File: src/rtl/uart_core.sv
// Minimal 8N1 UART: shared 8x baud prescaler, inverted-polarity transmitter, 8x-oversampled receiver.
// Optional `UART_FRAMEERR_EN adds a rxframeerr pulse output and stop-bit checking.
module uart_core #(
  parameter int CLKDIV            = 16,
  parameter bit HASRXBYTEREGISTER = 1'b1
) (
  input  logic       clk,
  input  logic       rst_n,
  input  logic       cte1,
  input  logic       load,
  input  logic [7:0] d,
  input  logic       rxpin,
  output logic       txpin,
  output logic       txbusy,
  output logic       bitx8ce,
  output logic       bytercvd,
  output logic [7:0] q
`ifdef UART_FRAMEERR_EN
  ,
  output logic       rxframeerr
`endif
);

  localparam int PW = (CLKDIV > 1) ? $clog2(CLKDIV) : 1;

  // ---------------- prescaler ----------------
  logic [PW-1:0] pre_cnt_reg;
  logic          bitx8ce_reg;

  always_ff @(posedge clk or negedge rst_n) begin
    if (!rst_n) begin
      pre_cnt_reg <= '0;
      bitx8ce_reg <= 1'b0;
    end else begin
      bitx8ce_reg <= 1'b0;
      if (cte1) begin
        if (pre_cnt_reg == PW'(CLKDIV - 1)) begin
          pre_cnt_reg <= '0;
          bitx8ce_reg <= 1'b1;
        end else begin
          pre_cnt_reg <= pre_cnt_reg + 1'b1;
        end
      end
    end
  end

  assign bitx8ce = bitx8ce_reg;

  // ---------------- transmitter ----------------
  typedef enum logic {TX_IDLE, TX_BUSY} tx_state_t;

  tx_state_t  tx_state_reg, tx_state_next;
  logic [9:0] tx_frame_reg;
  logic [2:0] tx_tick_reg;
  logic [3:0] tx_idx_reg;
  logic       tx_start, tx_shift_en;

  always_comb begin
    tx_state_next = tx_state_reg;
    tx_start      = 1'b0;
    tx_shift_en   = 1'b0;
    case (tx_state_reg)
      TX_IDLE: begin
        if (load) begin
          tx_start      = 1'b1;
          tx_state_next = TX_BUSY;
        end
      end
      TX_BUSY: begin
        if (bitx8ce_reg && tx_tick_reg == 3'd7) begin
          tx_shift_en = 1'b1;
          if (tx_idx_reg == 4'd9) tx_state_next = TX_IDLE;
        end
      end
      default: tx_state_next = TX_IDLE;
    endcase
  end

  // Frame is {stop, data, start}; bit 0 is always the bit currently on the line.
  always_ff @(posedge clk or negedge rst_n) begin
    if (!rst_n) begin
      tx_state_reg <= TX_IDLE;
      tx_frame_reg <= '0;
      tx_tick_reg  <= '0;
      tx_idx_reg   <= '0;
    end else begin
      tx_state_reg <= tx_state_next;
      if (tx_start) begin
        tx_frame_reg <= {1'b1, d, 1'b0};
        tx_tick_reg  <= '0;
        tx_idx_reg   <= '0;
      end else if (tx_state_reg == TX_BUSY && bitx8ce_reg) begin
        tx_tick_reg <= tx_tick_reg + 1'b1;
        if (tx_shift_en) begin
          tx_frame_reg <= {1'b1, tx_frame_reg[9:1]};
          tx_idx_reg   <= tx_idx_reg + 1'b1;
        end
      end
    end
  end

  assign txbusy = (tx_state_reg == TX_BUSY);
  assign txpin  = txbusy ? ~tx_frame_reg[0] : 1'b0;

  // ---------------- receiver ----------------
  typedef enum logic [1:0] {RX_IDLE, RX_START, RX_DATA, RX_STOP} rx_state_t;

  rx_state_t  rx_state_reg, rx_state_next;
  logic [1:0] rx_sync_reg;
  logic [7:0] rx_shift_reg;
  logic [2:0] rx_cnt_reg;
  logic [2:0] rx_bit_reg;
  logic       rx_s, rx_cnt_clr, rx_sample, rx_stop, rx_good;
  logic       bytercvd_reg;

  assign rx_s = rx_sync_reg[1];

  always_comb begin
    rx_state_next = rx_state_reg;
    rx_cnt_clr    = 1'b0;
    rx_sample     = 1'b0;
    rx_stop       = 1'b0;
    if (bitx8ce_reg) begin
      case (rx_state_reg)
        RX_IDLE: begin
          if (!rx_s) begin
            rx_cnt_clr    = 1'b1;
            rx_state_next = RX_START;
          end
        end
        RX_START: begin
          if (rx_cnt_reg == 3'd3) begin
            rx_cnt_clr    = 1'b1;
            rx_state_next = rx_s ? RX_IDLE : RX_DATA;
          end
        end
        RX_DATA: begin
          if (rx_cnt_reg == 3'd7) begin
            rx_sample = 1'b1;
            if (rx_bit_reg == 3'd7) rx_state_next = RX_STOP;
          end
        end
        RX_STOP: begin
          if (rx_cnt_reg == 3'd7) begin
            rx_stop       = 1'b1;
            rx_state_next = RX_IDLE;
          end
        end
        default: rx_state_next = RX_IDLE;
      endcase
    end
  end

`ifdef UART_FRAMEERR_EN
  assign rx_good = rx_stop & rx_s;
`else
  assign rx_good = rx_stop;
`endif

  // Synchronizer resets to the idle level so release never looks like a start bit.
  always_ff @(posedge clk or negedge rst_n) begin
    if (!rst_n) begin
      rx_state_reg <= RX_IDLE;
      rx_sync_reg  <= 2'b11;
      rx_shift_reg <= '0;
      rx_cnt_reg   <= '0;
      rx_bit_reg   <= '0;
      bytercvd_reg <= 1'b0;
    end else begin
      rx_state_reg <= rx_state_next;
      rx_sync_reg  <= {rx_sync_reg[0], rxpin};
      bytercvd_reg <= rx_good;
      if (rx_cnt_clr) begin
        rx_cnt_reg <= '0;
        rx_bit_reg <= '0;
      end else if (bitx8ce_reg) begin
        rx_cnt_reg <= rx_cnt_reg + 1'b1;
      end
      if (rx_sample) begin
        rx_shift_reg <= {rx_s, rx_shift_reg[7:1]};
        rx_bit_reg   <= rx_bit_reg + 1'b1;
      end
    end
  end

  assign bytercvd = bytercvd_reg;

`ifdef UART_FRAMEERR_EN
  logic rxframeerr_reg;
  always_ff @(posedge clk or negedge rst_n) begin
    if (!rst_n) rxframeerr_reg <= 1'b0;
    else        rxframeerr_reg <= rx_stop & ~rx_s;
  end
  assign rxframeerr = rxframeerr_reg;
`endif

  generate
    if (HASRXBYTEREGISTER) begin : g_qreg
      logic [7:0] q_reg;
      always_ff @(posedge clk or negedge rst_n) begin
        if (!rst_n)       q_reg <= '0;
        else if (rx_good) q_reg <= rx_shift_reg;
      end
      assign q = q_reg;
    end else begin : g_qlive
      assign q = rx_shift_reg;
    end
  endgenerate

endmodule

File: config.mk
export PLATFORM = sky130hd
export DESIGN_NAME = uart_core
export DESIGN_NICKNAME = d
export VERILOG_FILES = /design/src/rtl/uart_core.sv
export SDC_FILE = /design/constraint.sdc
export NUM_CORES = 1
export LEC_CHECK = 0
export ABC_CLOCK_PERIOD_IN_PS = 3000
export CORE_MARGIN = 8
export CORE_UTILIZATION = 59
export DETAILED_ROUTE_END_ITERATION = 12
export GPL_ROUTABILITY_DRIVEN = 0
export PLACE_DENSITY = 0.79
export SLEW_MARGIN = 20
export SYNTH_ARGS = -nofsm -noshare
export SYNTH_HDL_FRONTEND = slang
export SYNTH_SLANG_ARGS = --single-unit
File: constraint.sdc
create_clock -name clk -period 3 [get_ports clk]
set_input_delay 0.6 -clock clk [delete_from_list [all_inputs] [get_ports clk]]
set_output_delay 0.6 -clock clk [all_outputs]
set_load 0.005 [all_outputs]
==> out/metrics.yaml, run 1 <==
outcome: "completed"
post-dp-hpwl_mm: 3.091
met2_usage_pct: 24.61
cp_top_family: "flip-flops"
final_max_slew_viol_count: 0
utilization_pct: 70.66
ctsHoldBuffers: 0
postCtsResizedCells: 0
hold_violations: 0
grtUsageMet1_pct: 15.25
critical_path_buf_inv_count: 1
drc: 0
largest_register_ffs: 10
ys_ff_latch: 50
power.density_nw_per_um2: 540.1
ys_types: 38
wl_per_cell_um: 15.21
die_area_um2: 6090
synth_seq_area_share_pct: 55.21
finalSetupViolCount: 0
worst_pin_slew_ns: 0.6647
end_kind: "primary output"
finalCritPeriodShare_pct: 76.77
crit_type: "flop to primary output"
synth_nets: 224
slowest_stage: "dfrtp_1"
num_rows: 22
vias: 1548
final_area_um2: 2606
cts.clk_slew.worst_paths_ns: 0.08
die_w_um: 78.04
cp.arrival_ns: 1.70
cp-start-kind: "flop"
fp.dieH_um: 78.04
antenna_found_initial: 0
synthCells: 201
drt-total-wl_mm: 4.167
min_period_ns: 2.303
relSlewSlack_pct: 55.68
path_max_fanout: 18
cts_tree: "built"
grt_use_met3_pct: 4.897
grt_pass1_vias: 1545
core_area_um2: 3689
cp.required_ns: 2.40
rrSetupSlack_ns: 1.03
drt-initial-drc-count: 71
slowest_delay_ns: 0.77
syn_area_um2: 2271
fmax_mhz: 434.2
final_layout_size_suffix_gt1_share_pct: 12.39
crit_start: "bitx8ce"
portBuffers: 24
finalSetupTns_ns: 0
clockBufferDepth: 2
start_util_pct: 61.57
drtPass1Iterations: 4
cts_root_buffer: "clkbuf_8"
fin_nets: 248
area_delta_synth_final_pct: 14.77
cap_violations: 0
top_usage_layer: "met2"
grt_max_degree: 51
clk-insertion-delay-late_ns: 0.30
cts_buffers: 5
clock_sinks: 50
antenna_cells: 0
p_leak_nw: 1.314
viasPerCell: 5.650
cp_cell_sequence: "clkdlybuf4s50_1"
dpl_cell_area_um2: 2512
reg2reg_from: "bitx8ce"
grt_overflow: 0
avgSynthCellArea_um2: 11.30
grt_pass1_wl_mm: 6.982
grt_use_total_pct: 14.03
ir_drop_uv: 370.9
io_pins: 25
post_cts_buffers: 0
hold_class: "input port to async pin"
rsz0062_at_grt: "false"
ant_nets: 0
htreeDepth: 2
fin_skew_ns: 0.005919
ys_warn_count: 0
-- cell families (layout without fill, tap and decap cells) --
logic type	Yosys count	count (layout)	synth area share, %
muxes	22	22	10.36
DFF	50	50	55.21
buffers and inverters	17	42	4.187
AOI/OAI and AO/OA	35	35	9.477
adders and majority gates	10	10	5.510
xor gates and xnor gates	2	2	0.7715
and+or+nand+nor	65	65	14.49
-- through the flow --
step,setup WS [ns],power [mW],cells,hold slack (ns)
5_1_grt,0.5928,1.476,274,0.3666
6_report,0.6968,1.408,274,0.3039
4_1_cts,0.6751,1.419,274,0.3668
3_5_place_dp,0.9146,1.028,266,0.3533
3_3_place_gp,0.9932,0.9964,266,0.3473
2_1_floorplan,1.492,0.9468,201,0.3044
-- layer usage --
metal | vias up | wire length [um]
met5 | - | 0
li1 | 741 | -
met1 | 761 | 1654
met2 | 38 | 2194
met4 | 0 | 70
met3 | 8 | 246
-- layout make-up --
cell class / instances / area [um^2]
clock buffer: 7 / 86.33
clock inverter: 1 / 5.005
tap: 48 / 60.06
fill: 273 / 1082
inverter: 9 / 33.78
timing repair buffer: 25 / 245.2
multi-input combinational: 134 / 922.1
sequential: 50 / 1254
-- layout by cell type, fill, tap and decap left out, types with 2 or more instances in the layout --
cell and n:
dfrtp_1 48, nand2_1 36, clkdlybuf4s50_1 23, o21ai_0 15, mux2_2 12, mux2i_1 10
ha_1 10, inv_1 9, nand3_1 7, clkbuf_8 6, nor2b_1 5, nor2_1 5
a21oi_1 4, a22o_1 3, o21ai_1 3, nor3_1 2, o22ai_1 2, nand3b_1 2
o31ai_1 2, buf_4 2, dfstp_2 2
-- final timing paths --
kind / to / cells after the start
setup / recovery: bitx8ce / 1
hold / removal: rx_bit_reg[0] / 1
setup reg to reg: tx_idx_reg[3] / 3
hold reg to reg: rx_sync_reg[1] / 0
max in group asynchronous: rx_state_reg[0] / 1
min in group clk: rx_sync_reg[1] / 0
-- synthesized netlist by cell type (all sizes together) --
cell	instances	share of area [%]
clkbuf	1	0.17
nand3b	2	0.66
a21oi	4	0.88
xor2	1	0.39
nor3b	1	0.33
mux2i	10	4.4
dfrtp	48	53
o22ai	2	0.55
a22o	3	1.2
a31o	1	0.39
o21ai	18	4.0
a31oi	1	0.28
dfstp	2	2.3
nand3	8	2.0
mux2	12	6.0
nor2	5	0.83
nand2b	1	0.28
and4b	1	0.44
nor2b	5	1.4
o211ai	1	0.33
nand2	36	6.0
ha	10	5.5
nand4b	1	0.66
o31ai	3	1.2
xnor2	1	0.39
buf	7	2.5
a41oi	1	0.39
inv	9	1.5
nor3	2	0.44
and2b	1	0.33
nand4	2	1.2
a21o	1	0.33
-- power breakdown --
| group | switching [mW] | internal [mW] |
|---|---|---|
| registers | 0.0725 | 0.744 |
| logic | 0.0918 | 0.104 |
| clock network | 0.209 | 0.186 |
(Power assumes the default switching activity.)
==> run 2: changes to the inputs <==
--- a/config.mk
+++ b/config.mk
@@ -5,12 +5,12 @@
 export SDC_FILE = /design/constraint.sdc
 export NUM_CORES = 1
 export LEC_CHECK = 0
-export ABC_CLOCK_PERIOD_IN_PS = 3000
+export ABC_CLOCK_PERIOD_IN_PS = 2200
 export CORE_MARGIN = 8
-export CORE_UTILIZATION = 59
+export CORE_UTILIZATION = 55
 export DETAILED_ROUTE_END_ITERATION = 12
 export GPL_ROUTABILITY_DRIVEN = 0
-export PLACE_DENSITY = 0.79
+export PLACE_DENSITY = 0.74
 export SLEW_MARGIN = 20
 export SYNTH_ARGS = -nofsm -noshare
 export SYNTH_HDL_FRONTEND = slang
==> constraint.sdc (replaced) <==
create_clock -name clk -period 2.2 [get_ports clk]
set_input_delay 0.44 -clock clk [delete_from_list [all_inputs] [get_ports clk]]
set_output_delay 0.44 -clock clk [all_outputs]
set_load 0.005 [all_outputs]
==> run 2 against run 1 <==
Worst setup slack worse by 0.42 ns. First-iteration DRC count increased by 45%. Critical path depth is 1 higher. Largest power group unchanged. Clock skew is 0.0010 ns higher. Hold slack worse by 0.19 ns. Die area up 5.8%. Combinational power rose by 39%. Largest cell class unchanged. Non-clock buffer count grew 2.
==> out/metrics.yaml, run 2 (synthesized netlist as in run 1, its figures left out) <==
die_w_um: 80.26
layout_common_cells: "dfrtp_1 (48), nand2_1 (36), clkdlybuf4s50_1 (23)"
drt-initial-drc-count: 103
finalSetupTns_ns: 0
ctsHoldBuffers: 0
hold_violations: 0
fin_ws_ns: 0.2735
cp.depth: 2
utilization_pct: 65.81
antenna_found_initial: 0
drc: 0
clk-insertion-delay-late_ns: 0.30
drt-total-wl_mm: 3.992
final_layout_size_suffix_gt1_share_pct: 13.60
antenna_cells: 0
cp_top_family: "buffers and inverters"
post_cts_buffers: 0
power.density_nw_per_um2: 723.5
start_util_pct: 56.77
place_ws_ns: 0.5269
final_max_slew_viol_count: 0
htreeDepth: 2
end_kind: "primary output"
cts.clk_slew.worst_paths_ns: 0.09
r2r_cells: 5
post-dp-hpwl_mm: 2.885
num_rows: 23
final_common_cell: "dfrtp_1"
grt_pass1_vias: 1567
cap_violations: 0
relSlewSlack_pct: 63.11
grt_use_total_pct: 13.25
path_max_fanout: 9
fmax_mhz: 519.1
ir_drop_uv: 468.9
cts_root_buffer: "clkbuf_8"
critical_path_buf_inv_count: 1
postCtsResizedCells: 0
io_pins: 25
cp-start-kind: "flop"
fp.dieH_um: 80.26
drtPass1Iterations: 4
rsz0062_at_grt: "false"
dpl_cell_area_um2: 2542
viasPerCell: 5.500
fin_nets: 250
area_delta_synth_final_pct: 15.92
multi_input_area_um2: 922.1
cts_buffers: 5
slowest_delay_ns: 0.51
slowest_stage: "clkdlybuf4s50_1"
fin_skew_ns: 0.006944
vias: 1529
seq_area_um2: 1254
core_area_um2: 4000
cp_cell_sequence: "nor2b_1, clkdlybuf4s50_1"
hold_class: "input port to async pin"
wl_per_cell_um: 14.36
crit_type: "flop to primary output"
ant_nets: 0
largest_register_ffs: 10
outcome: "completed"
clockBufferDepth: 2
grt_pass1_wl_mm: 6.699
grt_overflow: 0
clock_sinks: 50
finalSetupViolCount: 0
cts_tree: "built"
cp.required_ns: 1.76
reg2reg_from: "rx_cnt_reg[0]"
die_area_um2: 6441
p_leak_nw: 1.324
final_area_um2: 2633
cp-endpoint: "txpin"
grt_max_degree: 30
crit_start: "txbusy"
r2r-end: "rx_bit_reg[0]"
worst_pin_slew_ns: 0.5533
fill_cells: 310
finalCritPeriodShare_pct: 87.57
min_period_ns: 1.926
rrSetupSlack_ns: 0.51
cp.arrival_ns: 1.49
portBuffers: 24
==> run 2: cell types whose count changed in the layout (fill, tap and decap cells not counted), sizes merged <==
cell	delta
clkinvlp	+1
clkinv	+1
clkbuf	-2
buf	+2
==> run 2: cell type report <==
type	count	area share (%)
clock inverter	3	0.8080
tap	50	2.376
sequential	50	47.62
clock buffer	5	2.614
inverter	9	1.283
multi-input combinational	134	35.03
timing repair buffer	27	10.27
==> run 2: where the power goes <==
part,internal (mW),switching (mW)
sequential,1.01,0.0951
clock,0.224,0.299
combinational,0.146,0.126
==> run 2: stage by stage <==
| stage | cells | hold WS (ns) | power (mW) |
|---|---|---|---|
| after CTS | 278 | 0.1210 | 1.925 |
| after global placement | 270 | 0.3474 | 1.366 |
| after detailed placement | 270 | 0.3473 | 1.399 |
| final | 278 | 0.1175 | 1.905 |
| after floorplan | 201 | 0.1444 | 1.291 |
| after global routing | 278 | 0.1342 | 2.010 |
==> run 2: routing by layer <==
layer  GRT usage [%]  wire (um)  vias up
met3           3.237        192       11
li1                -          -      741
met1           14.94       1697      741
met2           22.55       2008       36
met4           7.091         94        0
met5               0          0        -
==> run 2: worst min path at each step <==
stage / from / endpoint / slack (ns)
global route: rst_n / rx_bit_reg[0] / 0.13
detailed placement: rx_sync_reg[0] / rx_sync_reg[1] / 0.35
global placement: rx_sync_reg[0] / rx_sync_reg[1] / 0.35
floorplan: rst_n / async pin / 0.14
finish: rst_n / rx_bit_reg[1] / 0.12
CTS: rst_n / rx_bit_reg[1] / 0.12
==> run 2: worst reg2reg max path: stages (launching register included) <==
cell,delay (ns)
dfrtp_1,0.38
ha_1,0.18
ha_1,0.31
and4b_1,0.46
nor2_1,0.07
a31oi_1,0.20
==> run 3: changes to the inputs <==
--- a/config.mk
+++ b/config.mk
@@ -9,7 +9,6 @@
 export CORE_MARGIN = 8
 export CORE_UTILIZATION = 55
 export DETAILED_ROUTE_END_ITERATION = 12
-export GPL_ROUTABILITY_DRIVEN = 0
 export PLACE_DENSITY = 0.74
 export SLEW_MARGIN = 20
 export SYNTH_ARGS = -nofsm -noshare
==> results of run 3 <==
Same layout as run 2: the final DEF is identical, and so are final timing and power.
